`src/rtl/noc_pkg.sv`:
```
// noc_pkg: flit encoding, field offsets and scheduler state type shared by the router.
package noc_pkg;
    localparam int DATASIZE_DEF = 40;
    localparam int TYPE_LSB = 0;
    localparam int DST_LSB = 32;
    localparam int SRC_LSB = 36;
    localparam logic [1:0] FLIT_BODY = 2'b00;
    localparam logic [1:0] FLIT_TAIL = 2'b01;
    localparam logic [1:0] FLIT_HEAD = 2'b10;
    localparam logic [1:0] FLIT_SINGLE = 2'b11;
    typedef enum logic {IDLE = 1'b0, LOCKED = 1'b1} state_t;
endpackage

```
`src/rtl/rr_arb_pick.sv`:
```
// rr_arb_pick: combinational rotate-priority pick; the search starts just after ptr.
module rr_arb_pick #(
    parameter int N = 4,
    parameter int W = $clog2(N)
) (
    input  logic [N-1:0] req,
    input  logic [W-1:0] ptr,
    output logic [N-1:0] gnt,
    output logic [W-1:0] idx,
    output logic         any
);
    always_comb begin
        idx = '0;
        any = 1'b0;
        for (int i = 1; i <= N; i++) begin
            if (!any && req[(int'(ptr) + i) % N]) begin
                any = 1'b1;
                idx = W'((int'(ptr) + i) % N);
            end
        end
        gnt = any ? (N'(1) << idx) : '0;
    end
endmodule

```
`src/rtl/out_port_sched.sv`:
```
// out_port_sched: per-output-port wormhole scheduler with round-robin pick, packet lock,
// downstream credit gating and a registered link output.
module out_port_sched import noc_pkg::*; #(
    parameter int N_REQ = 4,
    parameter int DATASIZE = DATASIZE_DEF,
    parameter int DEPTH = 8,
    parameter int WIDTH = 3
) (
    input  logic                      clk,
    input  logic                      rst,
    input  logic [N_REQ-1:0]          req,
    input  logic [N_REQ*DATASIZE-1:0] req_data,
    input  logic                      credit_in,
    output logic [N_REQ-1:0]          grant,
    output logic                      out_valid,
    output logic [DATASIZE-1:0]       out_data,
    output logic [WIDTH:0]            credits,
    output logic                      locked,
    output logic                      err
);
    localparam int IW = $clog2(N_REQ);
    localparam logic [WIDTH:0] MAX_CR = (WIDTH + 1)'(DEPTH);

    state_t              state_q, state_d;
    logic [IW-1:0]       owner_q, owner_d, rr_ptr_q, rr_ptr_d;
    logic [WIDTH:0]      credits_q, credits_d;
    logic                out_valid_q, out_valid_d, err_q, err_d;
    logic [DATASIZE-1:0] out_data_q, out_data_d, sel_flit;
    logic [N_REQ-1:0]    pick_gnt;
    logic [IW-1:0]       pick_idx, sel_idx;
    logic                pick_any, fire;
    logic [1:0]          ftype;

    rr_arb_pick #(.N(N_REQ), .W(IW)) u_pick (
        .req(req),
        .ptr(rr_ptr_q),
        .gnt(pick_gnt),
        .idx(pick_idx),
        .any(pick_any)
    );

    always_comb begin
        sel_idx = state_q == LOCKED ? owner_q : pick_idx;
        fire = !rst && credits_q != '0 && (state_q == LOCKED ? req[owner_q] : pick_any);
        grant = fire ? (N_REQ'(1) << sel_idx) : '0;
        sel_flit = req_data[int'(sel_idx) * DATASIZE +: DATASIZE];
        ftype = sel_flit[TYPE_LSB +: 2];
        state_d = state_q;
        owner_d = owner_q;
        rr_ptr_d = rr_ptr_q;
        err_d = err_q;
        if (fire && state_q == IDLE) begin
            rr_ptr_d = sel_idx;
            state_d = ftype == FLIT_HEAD ? LOCKED : IDLE;
            owner_d = ftype == FLIT_HEAD ? sel_idx : owner_q;
            err_d = err_q | !ftype[1];
        end else if (fire) begin
            state_d = ftype == FLIT_TAIL ? IDLE : LOCKED;
            err_d = err_q | ftype[1];
        end
        // Orphan BODY/TAIL in IDLE leaves the port relabelled as SINGLE so downstream stays consistent.
        out_data_d = !fire ? out_data_q :
                     {sel_flit[DATASIZE-1:2], (state_q == IDLE && !ftype[1]) ? FLIT_SINGLE : ftype};
        out_valid_d = fire;
        credits_d = credits_q;
        if (fire && !credit_in)
            credits_d = credits_q - 1'b1;
        else if (credit_in && !fire && credits_q == MAX_CR)
            err_d = 1'b1;
        else if (credit_in && !fire)
            credits_d = credits_q + 1'b1;
    end

    always_ff @(posedge clk) begin
        if (rst) begin
            state_q <= IDLE;
            owner_q <= '0;
            rr_ptr_q <= IW'(N_REQ - 1);
            credits_q <= MAX_CR;
            out_valid_q <= 1'b0;
            out_data_q <= '0;
            err_q <= 1'b0;
        end else begin
            state_q <= state_d;
            owner_q <= owner_d;
            rr_ptr_q <= rr_ptr_d;
            credits_q <= credits_d;
            out_valid_q <= out_valid_d;
            out_data_q <= out_data_d;
            err_q <= err_d;
        end
    end

    assign out_valid = out_valid_q;
    assign out_data = out_data_q;
    assign credits = credits_q;
    assign locked = state_q == LOCKED;
    assign err = err_q;
endmodule

```
`config.mk`:
```
export PLATFORM = sky130hd
export DESIGN_NAME = out_port_sched
export DESIGN_NICKNAME = d
export VERILOG_FILES = /design/src/rtl/noc_pkg.sv /design/src/rtl/rr_arb_pick.sv /design/src/rtl/out_port_sched.sv
export SDC_FILE = /design/constraint.sdc
export NUM_CORES = 1
export LEC_CHECK = 0
export CAP_MARGIN = 0
export CORE_AREA = 3 3 96 98
export CTS_CLUSTER_DIAMETER = 60
export DETAILED_ROUTE_END_ITERATION = 8
export DIE_AREA = 0 0 99 101
export GPL_TIMING_DRIVEN = 0
export PLACE_DENSITY = 0.85
export SLEW_MARGIN = 40
export SYNTH_ARGS = -nofsm -noshare
export SYNTH_HDL_FRONTEND = slang
export SYNTH_SLANG_ARGS = --single-unit
```
`constraint.sdc`:
```
create_clock -name clk -period 7.79 [get_ports clk]
set_input_delay 1.1685 -clock clk [delete_from_list [all_inputs] [get_ports clk]]
set_output_delay 1.1685 -clock clk [all_outputs]
set_load 0.01 [all_outputs]
```
== Word-level counts from Yosys, hierarchy flattened ==
Cells that the tools add are included.

* Register bits: 51
* Input port bits: 167
* Word-level logic and storage cells: 95

* Bitwise logic cells: 7
* Muxes and demuxes: 37
* Reductions and logical operators: 26
* Shifts and indexed selects: 2
* $lt $le $gt $ge: 5
* Eq/ne operators: 4
* $mul: 1
* Add/sub/neg operators: 6

{| class="wikitable"
|+ Operators by type and width
! operator !! number
|-
| variable part select 160 x 9 -> 40 bit || 1
|-
| two-way mux 1 bit || 22
|-
| less-than comparator 3 x 4 -> 1 bit (second input constant) || 4
|-
| two-way mux 4 bit || 4
|-
| two-way mux 2 bit || 6
|-
| binary-select mux 1 bit (select 2 bit) || 5
|-
| logical AND 1 bit || 10
|-
| OR reduction 2 bit || 4
|-
| logical NOT 1 bit || 7
|-
| multiplier 2 x 3 -> 5 bit (second input constant) || 1
|-
| adder 2 x 1 -> 2 bit (second input constant) || 2
|-
| adder 2 bit (second input constant) || 2
|-
| adder 4 x 1 -> 4 bit (second input constant) || 1
|-
| bitwise AND 1 bit (first input constant) || 4
|-
| == test 4 bit (second input constant) || 1
|-
| AND reduction 2 bit || 2
|-
| nonzero test 2 bit || 2
|-
| nonzero test 4 bit || 1
|-
| left shift 1 x 2 -> 4 bit (first input constant) || 1
|-
| subtractor 4 x 1 -> 4 bit (second input constant) || 1
|-
| less-than comparator 2 x 3 -> 1 bit (second input constant) || 1
|-
| == test 2 x 1 -> 1 bit (second input constant) || 1
|-
| == test 2 bit (second input constant) || 1
|-
| inequality test 2 bit (second input constant) || 1
|-
| 2 further kinds || 3
|}

== Longest topological paths before layout ==
Gate-level depths: netlist of the first run.

* Depth after elaboration: 24
* Gate-level depth with buffers: 13
* Depth with buffers taken out: 12

== Modules after synthesis ==
A second synthesis of the first run with hierarchy kept.

* Cells, all modules: 335
* Area, all modules: 3266.9 um^2

{| class="wikitable"
|+ By module, submodules not included
! module !! sequential area each (um^2) !! instances !! cells each !! area an instance (um^2)
|-
| out_port_sched || 1021.0 || 1 || 305 || 3065.4
|-
| rr_arb_pick || 0.0 || 1 || 30 || 201.4
|}

== Worst setup path before layout of the first run ==
Ideal clock, no wire load.

* Kind: input port to output port
* Start: in req[1]
* End: out grant[2]
* Path buffers: 2
* Data arrival time: 2586 ps
* Path slack: 4035 ps
* Stages: 7
* Cells stage by stage: or2_1 > a31oi_1 > nand2_1 > o21ai_1 > buf_2 > buf_2 > and3_1

* Longest elaborated chain between the ends: 16
* Elaborated cells between the ends (all ways): 33

{| class="wikitable"
|+ Ends and longest elaborated chain
! element !! line !! source
|-
| start, declared || out_port_sched.sv:11 || <nowiki>input logic [N_REQ-1:0] req,</nowiki>
|-
| binary-select mux 1 bit (select 2 bit) || rr_arb_pick.sv:16 || <nowiki>if (!any && req[(int'(ptr) + i) % N]) begin</nowiki>
|-
| two-way mux 1 bit (not written as such) (2 in a row) || rr_arb_pick.sv:16 ||
|-
| two-way mux 1 bit || rr_arb_pick.sv:16 ||
|-
| logical NOT 1 bit || rr_arb_pick.sv:16 ||
|-
| logical AND 1 bit || rr_arb_pick.sv:16 ||
|-
| two-way mux 1 bit || rr_arb_pick.sv:16 ||
|-
| logical NOT 1 bit || rr_arb_pick.sv:16 ||
|-
| logical AND 1 bit || rr_arb_pick.sv:16 ||
|-
| two-way mux 1 bit || rr_arb_pick.sv:16 ||
|-
| logical NOT 1 bit || rr_arb_pick.sv:16 ||
|-
| logical AND 1 bit || rr_arb_pick.sv:16 ||
|-
| two-way mux 2 bit / two-way mux 1 bit (equally long branches) || rr_arb_pick.sv:16 ||
|-
| two-way mux 2 bit / two-way mux 1 bit (equally long branches) || out_port_sched.sv:43, out_port_sched.sv:44 ||
|-
| left shift 1 x 2 -> 4 bit / logical AND 1 bit (equally long branches) || out_port_sched.sv:45, out_port_sched.sv:44 ||
|-
| two-way mux 4 bit (*) || out_port_sched.sv:45 || <nowiki>grant = fire ? (N_REQ'(1) << sel_idx) : '0;</nowiki>
|-
| end, declared || out_port_sched.sv:14 || <nowiki>output logic [N_REQ-1:0] grant,</nowiki>
|}

Every way passes the cells marked *; elsewhere a longest branch is shown, timed or not. The select of a mux whose other input is x is not followed.

== Worst setup path in the final report of the first run ==
Ends and elaborated chain as after synthesis.

==> metrics.txt, run 1 <==
grt ovf 0; CORE AREA 8550 um^2; Setup Skew 0.00473 ns; DRC Markers 0; first-pass GRT wire length 20,900 um; area grow syn2layout 73.1%; placed cells 776; Tcrit/Tclk final 0.689; Post-Layout Cell Count 782; EDFF count, synth 0; Yosys Warn Count 0; # rows 34; DP HPWL 10,400 um; post-CTS setup buffer count 0; Port Buffer Count 216; fin crit period 5.37 ns; Synth Area in Adders 0.0154; synthesized flop and latch total 51; sequential share of the synthesized area 0.315; Skew-Pair Late Insertion Delay 0.29 ns; simple-gate portion of the synthesized area 0.394; Clk pwr share 0.099; total negative slack 0 ns; maximum fanout along the worst path 10; Async SR Flop Fraction 0; Initial Util 0.379; most frequent cell after synthesis nand2_1; post-synthesis cell count 452; fmax 0.186 GHz; final slew viol count 0; Slew @ Worst Pin 0.588 ns; Net Sw Power 0.000590 W; Max-slew headroom 0.608; Routed wire per std cell 16.9 um; Yosys top cell area share 0.315; average size of a mapped cell 7.18 um^2; Logic pwr share 0.610; IO Count 218; DIE HEIGHT 101 um; Synth cell types 40; kind of critical path in2out; post-cts resize count 0; cell area after synthesis 3240 um^2; Synth area leaders dfxtp_1 31%, nand2_1 19%, a32o_1 12%, nand3b_1 9.5%, nand3_1 6.0%; commonest cells in the netlist 161 x nand2_1, 51 x dfxtp_1, 41 x nand3b_1, 39 x nand3_1, 38 x a32o_1; clock tree buffer depth 2; FILL cells 746; Hold Crit Depth 1; Hold Vio Cnt, Final 0; post-synthesis net count 623; Clk pin slew, worst setup/hold paths 0.09 ns; outcome finished clean; largest family of logic cells by synthesized area simple AND/OR/NAND/NOR gates; Internal 0.000889 W; Synth Area in XOR/XNOR 0.0108; H-Tree Depth 2; total CTS buffers 5; Hold-fix buffers, CTS 0; Switching Fraction 0.399; root buffer cell clkbuf_8; power per cell area 263 nW/um^2; Flop pwr share 0.291; Via-to-Cell Ratio 5.43; reg2reg path depth 12; Final nets 846; gr usage total 0.256; post-synthesis compound-gate area fraction 0.174; Arr. time, crit path 4.20 ns; layout cell share with drive strength beyond 1 0.0282; # diodes 0; Worst Setup Start Kind input pin; Top FF cell, synth dfxtp_1; vias 4,246; final wirelength 13,200 um; max capacitance violation total 0; P_leak 2.23 nW; post-route antenna net violation count 0; pin count of the biggest net entering global routing 14; 1st-iter DRT viols 191; Die X 99 um; Hold WC Path Type reg2reg; Synth area leader dfxtp_1; clk sinks 51; post-synthesis mux area share 0.0363; CTS tree built; GPL Wtd Cong 0.900; RSZ-0062 raised after global routing no; CP required 6.62 ns; Die Area 10000 um^2; initial antenna violation count 0; Max IR drop VDD 0.100 mV; vias in the first global route 4,370; Setup Viol. Count Final 0; Worst Setup End Kind output pin; length of the first detailed-routing pass in iterations 5
## stage by stage
stage | util | power, W | area, um^2 | setup WS [ns] | hold slack [ns]
after detailed placement | 0.648 | 0.00134 | 5540 | 2.47 | 0.453
after global routing | 0.656 | 0.00158 | 5610 | 2.26 | 0.488
after floorplan | - | 0.000901 | 3240 | 4.04 | 0.451
after global placement | 0.648 | 0.00131 | 5540 | 2.42 | 0.448
final | 0.656 | 0.00148 | 5610 | 2.42 | 0.471
after CTS | 0.656 | 0.00148 | 5610 | 2.45 | 0.474
## final timing paths
check | end | slack (ns) | start
worst max-delay path | grant[2] | 2.42 | req[1]
worst min-delay path | out_data[18] | 0.47 | out_data[18]
worst max register to register | credits[2] | 4.47 | owner_q[1]
worst min register to register | out_data[18] | 0.47 | out_data[18]
## power groups by stage
stage	Clock [W]	Sequential [W]	Combinational, W
floorplan	0	0.000472	0.000430
global placement	0	0.000430	0.000880
detailed placement	0	0.000436	0.000900
CTS	0.000147	0.000431	0.000905
global route	0.000156	0.000443	0.000983
finish	0.000146	0.000431	0.000902
## per-layer routing
layer,vias to the layer above,routed length (um),share of wire,GRT usage
met2,200,6750,0.51,0.455
met3,24,1030,0.078,0.0561
met1,1988,5130,0.39,0.305
li1,2034,-,-,-
met5,-,0,0,0
met4,0,267,0.020,0.0851
## critical path, stage by stage
cell             delay, ns
clkdlybuf4s50_1       0.54
or2_1                 0.28
a31oi_1               0.28
nand2_1               0.14
o21ai_1               0.43
buf_2                 0.36
buf_2                 0.28
and3_1                0.17
clkdlybuf4s50_1       0.55
## state kept, by name, indices dropped and copies added, names as in the netlist
register   count
out_data      40
credits        4
owner_q        2
rr_ptr_q       2
err            1
locked         1
out_valid      1
## layout by cell type, fill, tap and decap left out, types with 2 or more instances in the layout
| cell | instances |
|---|---|
| a21oi_1 | 10 |
| a31oi_1 | 3 |
| a32o_1 | 38 |
| and3_1 | 2 |
| buf_1 | 2 |
| buf_2 | 5 |
| clkbuf_1 | 30 |
| clkbuf_8 | 5 |
| clkdlybuf4s50_1 | 216 |
| dfxtp_1 | 51 |
| ha_1 | 4 |
| inv_1 | 4 |
| mux2i_1 | 8 |
| nand2_1 | 161 |
| nand2b_1 | 3 |
| nand3_1 | 39 |
| nand3b_1 | 41 |
| nor2_1 | 13 |
| nor3_1 | 6 |
| nor4_1 | 2 |
| o21ai_0 | 7 |
| or3_1 | 2 |
| xnor2_1 | 2 |
| xor2_1 | 2 |
## layout make-up
type	instances	area, um^2	share of cell area
Inverter	5	18.8	0.00334
Buffer	38	160	0.0285
Multi-Input combinational cell	358	2040	0.364
Tap cell	108	135	0.0241
Clock buffer	6	72.6	0.0129
Timing Repair Buffer	216	2160	0.385
Sequential cell	51	1020	0.182
## kinds of logic (layout without fill, tap and decap cells)
kind of cell / count (synthesis) / count (layout)
AOI/OAI and AO/OA: 67 / 67
xor gates and xnor gates: 4 / 4
adders and majority gates: 4 / 4
buffers and inverters: 43 / 265
DFF: 51 / 51
muxes: 10 / 10
and+or+nand+nor: 273 / 273
(Power assumes the default switching activity.)
==> inputs of run 2 (changes only) <==
--- a/config.mk
+++ b/config.mk
@@ -6,12 +6,12 @@
 export NUM_CORES = 1
 export LEC_CHECK = 0
 export CAP_MARGIN = 0
-export CORE_AREA = 3 3 96 98
+export CORE_AREA = 3 3 104 106
 export CTS_CLUSTER_DIAMETER = 60
 export DETAILED_ROUTE_END_ITERATION = 8
-export DIE_AREA = 0 0 99 101
+export DIE_AREA = 0 0 107 109
 export GPL_TIMING_DRIVEN = 0
-export PLACE_DENSITY = 0.85
+export PLACE_DENSITY = 0.76
 export SLEW_MARGIN = 40
 export SYNTH_ARGS = -nofsm -noshare
 export SYNTH_HDL_FRONTEND = slang
==> constraint.sdc (replaced) <==
create_clock -name clk -period 4.77 [get_ports clk]
set_input_delay 0.7155 -clock clk [delete_from_list [all_inputs] [get_ports clk]]
set_output_delay 0.7155 -clock clk [all_outputs]
set_load 0.01 [all_outputs]
==> run 2 against run 1 <==
  * Sequential cell count stayed put
  * Non-clock buffer count stayed put
  * Final cell count is 3.5% higher
  * Die area is 17% higher
  * Critical path depth stayed put
  * Critical endpoint unchanged
==> metrics.txt, run 2 (same netlist as run 1, synthesis figures left out) <==
first-pass GRT wire length 20,100 um; post-route antenna net violation count 0; gr busiest metal met2; Die X 107 um; Internal 0.00152 W; Clk pwr share 0.127; Die Area 11,700 um^2; Via-to-Cell Ratio 5.14; clock tree buffer depth 2; Worst Setup Start Kind input pin; DP HPWL 10,500 um; CTS tree built; GR Util met2 0.397; Reg-to-Reg Start owner_q[1]; H-Tree Depth 2; length of the first detailed-routing pass in iterations 6; GR met3 Demand/Resource 0.0628; DRC Markers 0; CP required 4.05 ns; max capacitance violation total 0; initial antenna violation count 0; hold_ws 0.474 ns; Max IR drop VDD 0.196 mV; Setup Skew 0.00846 ns; CORE AREA 9860 um^2; fin crit period 4.38 ns; gr usage total 0.213; # diodes 0; Initial Util 0.329; area grow syn2layout 75.4%; fmax 0.228 GHz; Tcrit/Tclk final 0.918; GR Layer Usage met1 0.242; Hold-fix buffers, CTS 0; hold_sp out_data[37]; clk sinks 51; Max-slew headroom 0.649; Clk pin slew, worst setup/hold paths 0.10 ns; post-cts resize count 0; Final nets 846; vias in the first global route 4,053; outcome finished clean; layout cell share with drive strength beyond 1 0.0325; kind of critical path in2out; CP startpoint req[1]; power per cell area 435 nW/um^2; Skew-Pair Late Insertion Delay 0.30 ns; Hold Vio Cnt, Final 0; commonest non-fill, non-tap cell in the layout clkdlybuf4s50_1; RSZ-0062 raised after global routing no; Arr. time, crit path 3.66 ns; Setup Viol. Count Final 0; vias 4,162; Slew @ Worst Pin 0.526 ns; Worst Setup End Kind output pin; Logic pwr share 0.591; Net Sw Power 0.000955 W; 1st-iter DRT viols 207; Hold WC Path Type reg2reg; final slew viol count 0; P_leak 2.25 nW; Flop pwr share 0.281; # rows 36; number of flip-flops in the largest register 40; Port Buffer Count 216; total negative slack 0 ns; FILL cells 925; final wirelength 13,100 um; Switching Fraction 0.385; GPL Wtd Cong 0.887; total CTS buffers 5; IO Count 218; Routed wire per std cell 16.2 um; maximum fanout along the worst path 10; pin count of the biggest net entering global routing 16; grt ovf 0; root buffer cell clkbuf_8; most frequent cells in the layout 216 x clkdlybuf4s50_1, 161 x nand2_1, 51 x dfxtp_1; DIE HEIGHT 109 um; post-CTS setup buffer count 0
[run 2: cell types whose count changed in the layout (fill, tap and decap cells not counted), sizes merged]
cell,previous run,this run
bufinv,0,1
clkinv,0,1
[run 2: through the flow]
step / util / power, W / worst slack [ns] / cells / area (um^2)
floorplan: - / 0.00147 / 1.66 / 452 / 3240
global placement: 0.565 / 0.00215 / 0.379 / 801 / 5570
detailed placement: 0.565 / 0.00218 / 0.343 / 801 / 5570
CTS: 0.577 / 0.00250 / 0.336 / 809 / 5690
global route: 0.577 / 0.00266 / 0.171 / 809 / 5690
finish: 0.577 / 0.00248 / 0.390 / 809 / 5690
[run 2: layout make-up]
cell class,count,area [um^2],area share
inverter,5,18.8,0.00330
buffer,38,160,0.0282
sequential,51,1020,0.179
timing repair buffer,216,2160,0.380
clock inverter,2,35.0,0.00616
tap,133,166,0.0293
multi-input combinational,358,2040,0.359
clock buffer,6,82.6,0.0145
[run 2: worst paths after layout]
path                                endpoint  slack (ns)  cells past startpoint
worst max-delay path                grant[2]        0.39                      9
worst min register to register  out_data[37]        0.47                      1
worst max register to register    credits[2]        1.51                     12
worst min-delay path            out_data[37]        0.47                      1
[run 2: power groups by stage]
stage | Combinational (W) | Sequential [W] | Clock, W
6_report | 0.00146 | 0.000697 | 0.000315
5_1_grt | 0.00160 | 0.000716 | 0.000338
4_1_cts | 0.00148 | 0.000698 | 0.000328
3_5_place_dp | 0.00147 | 0.000708 | 0
3_3_place_gp | 0.00145 | 0.000699 | 0
2_1_floorplan | 0.000701 | 0.000770 | 0
[run 2: per-layer routing]
layer	up-vias	share of wire
met2	191	0.50
met1	1914	0.39
met5	-	0
met3	14	0.091
li1	2043	-
met4	0	0.012
[run 2: critical path, stage by stage]
cell,delay [ns]
clkdlybuf4s50_1,0.53
or2_1,0.28
a31oi_1,0.26
nand2_1,0.14
o21ai_1,0.44
buf_2,0.33
buf_2,0.26
and3_1,0.17
clkdlybuf4s50_1,0.53
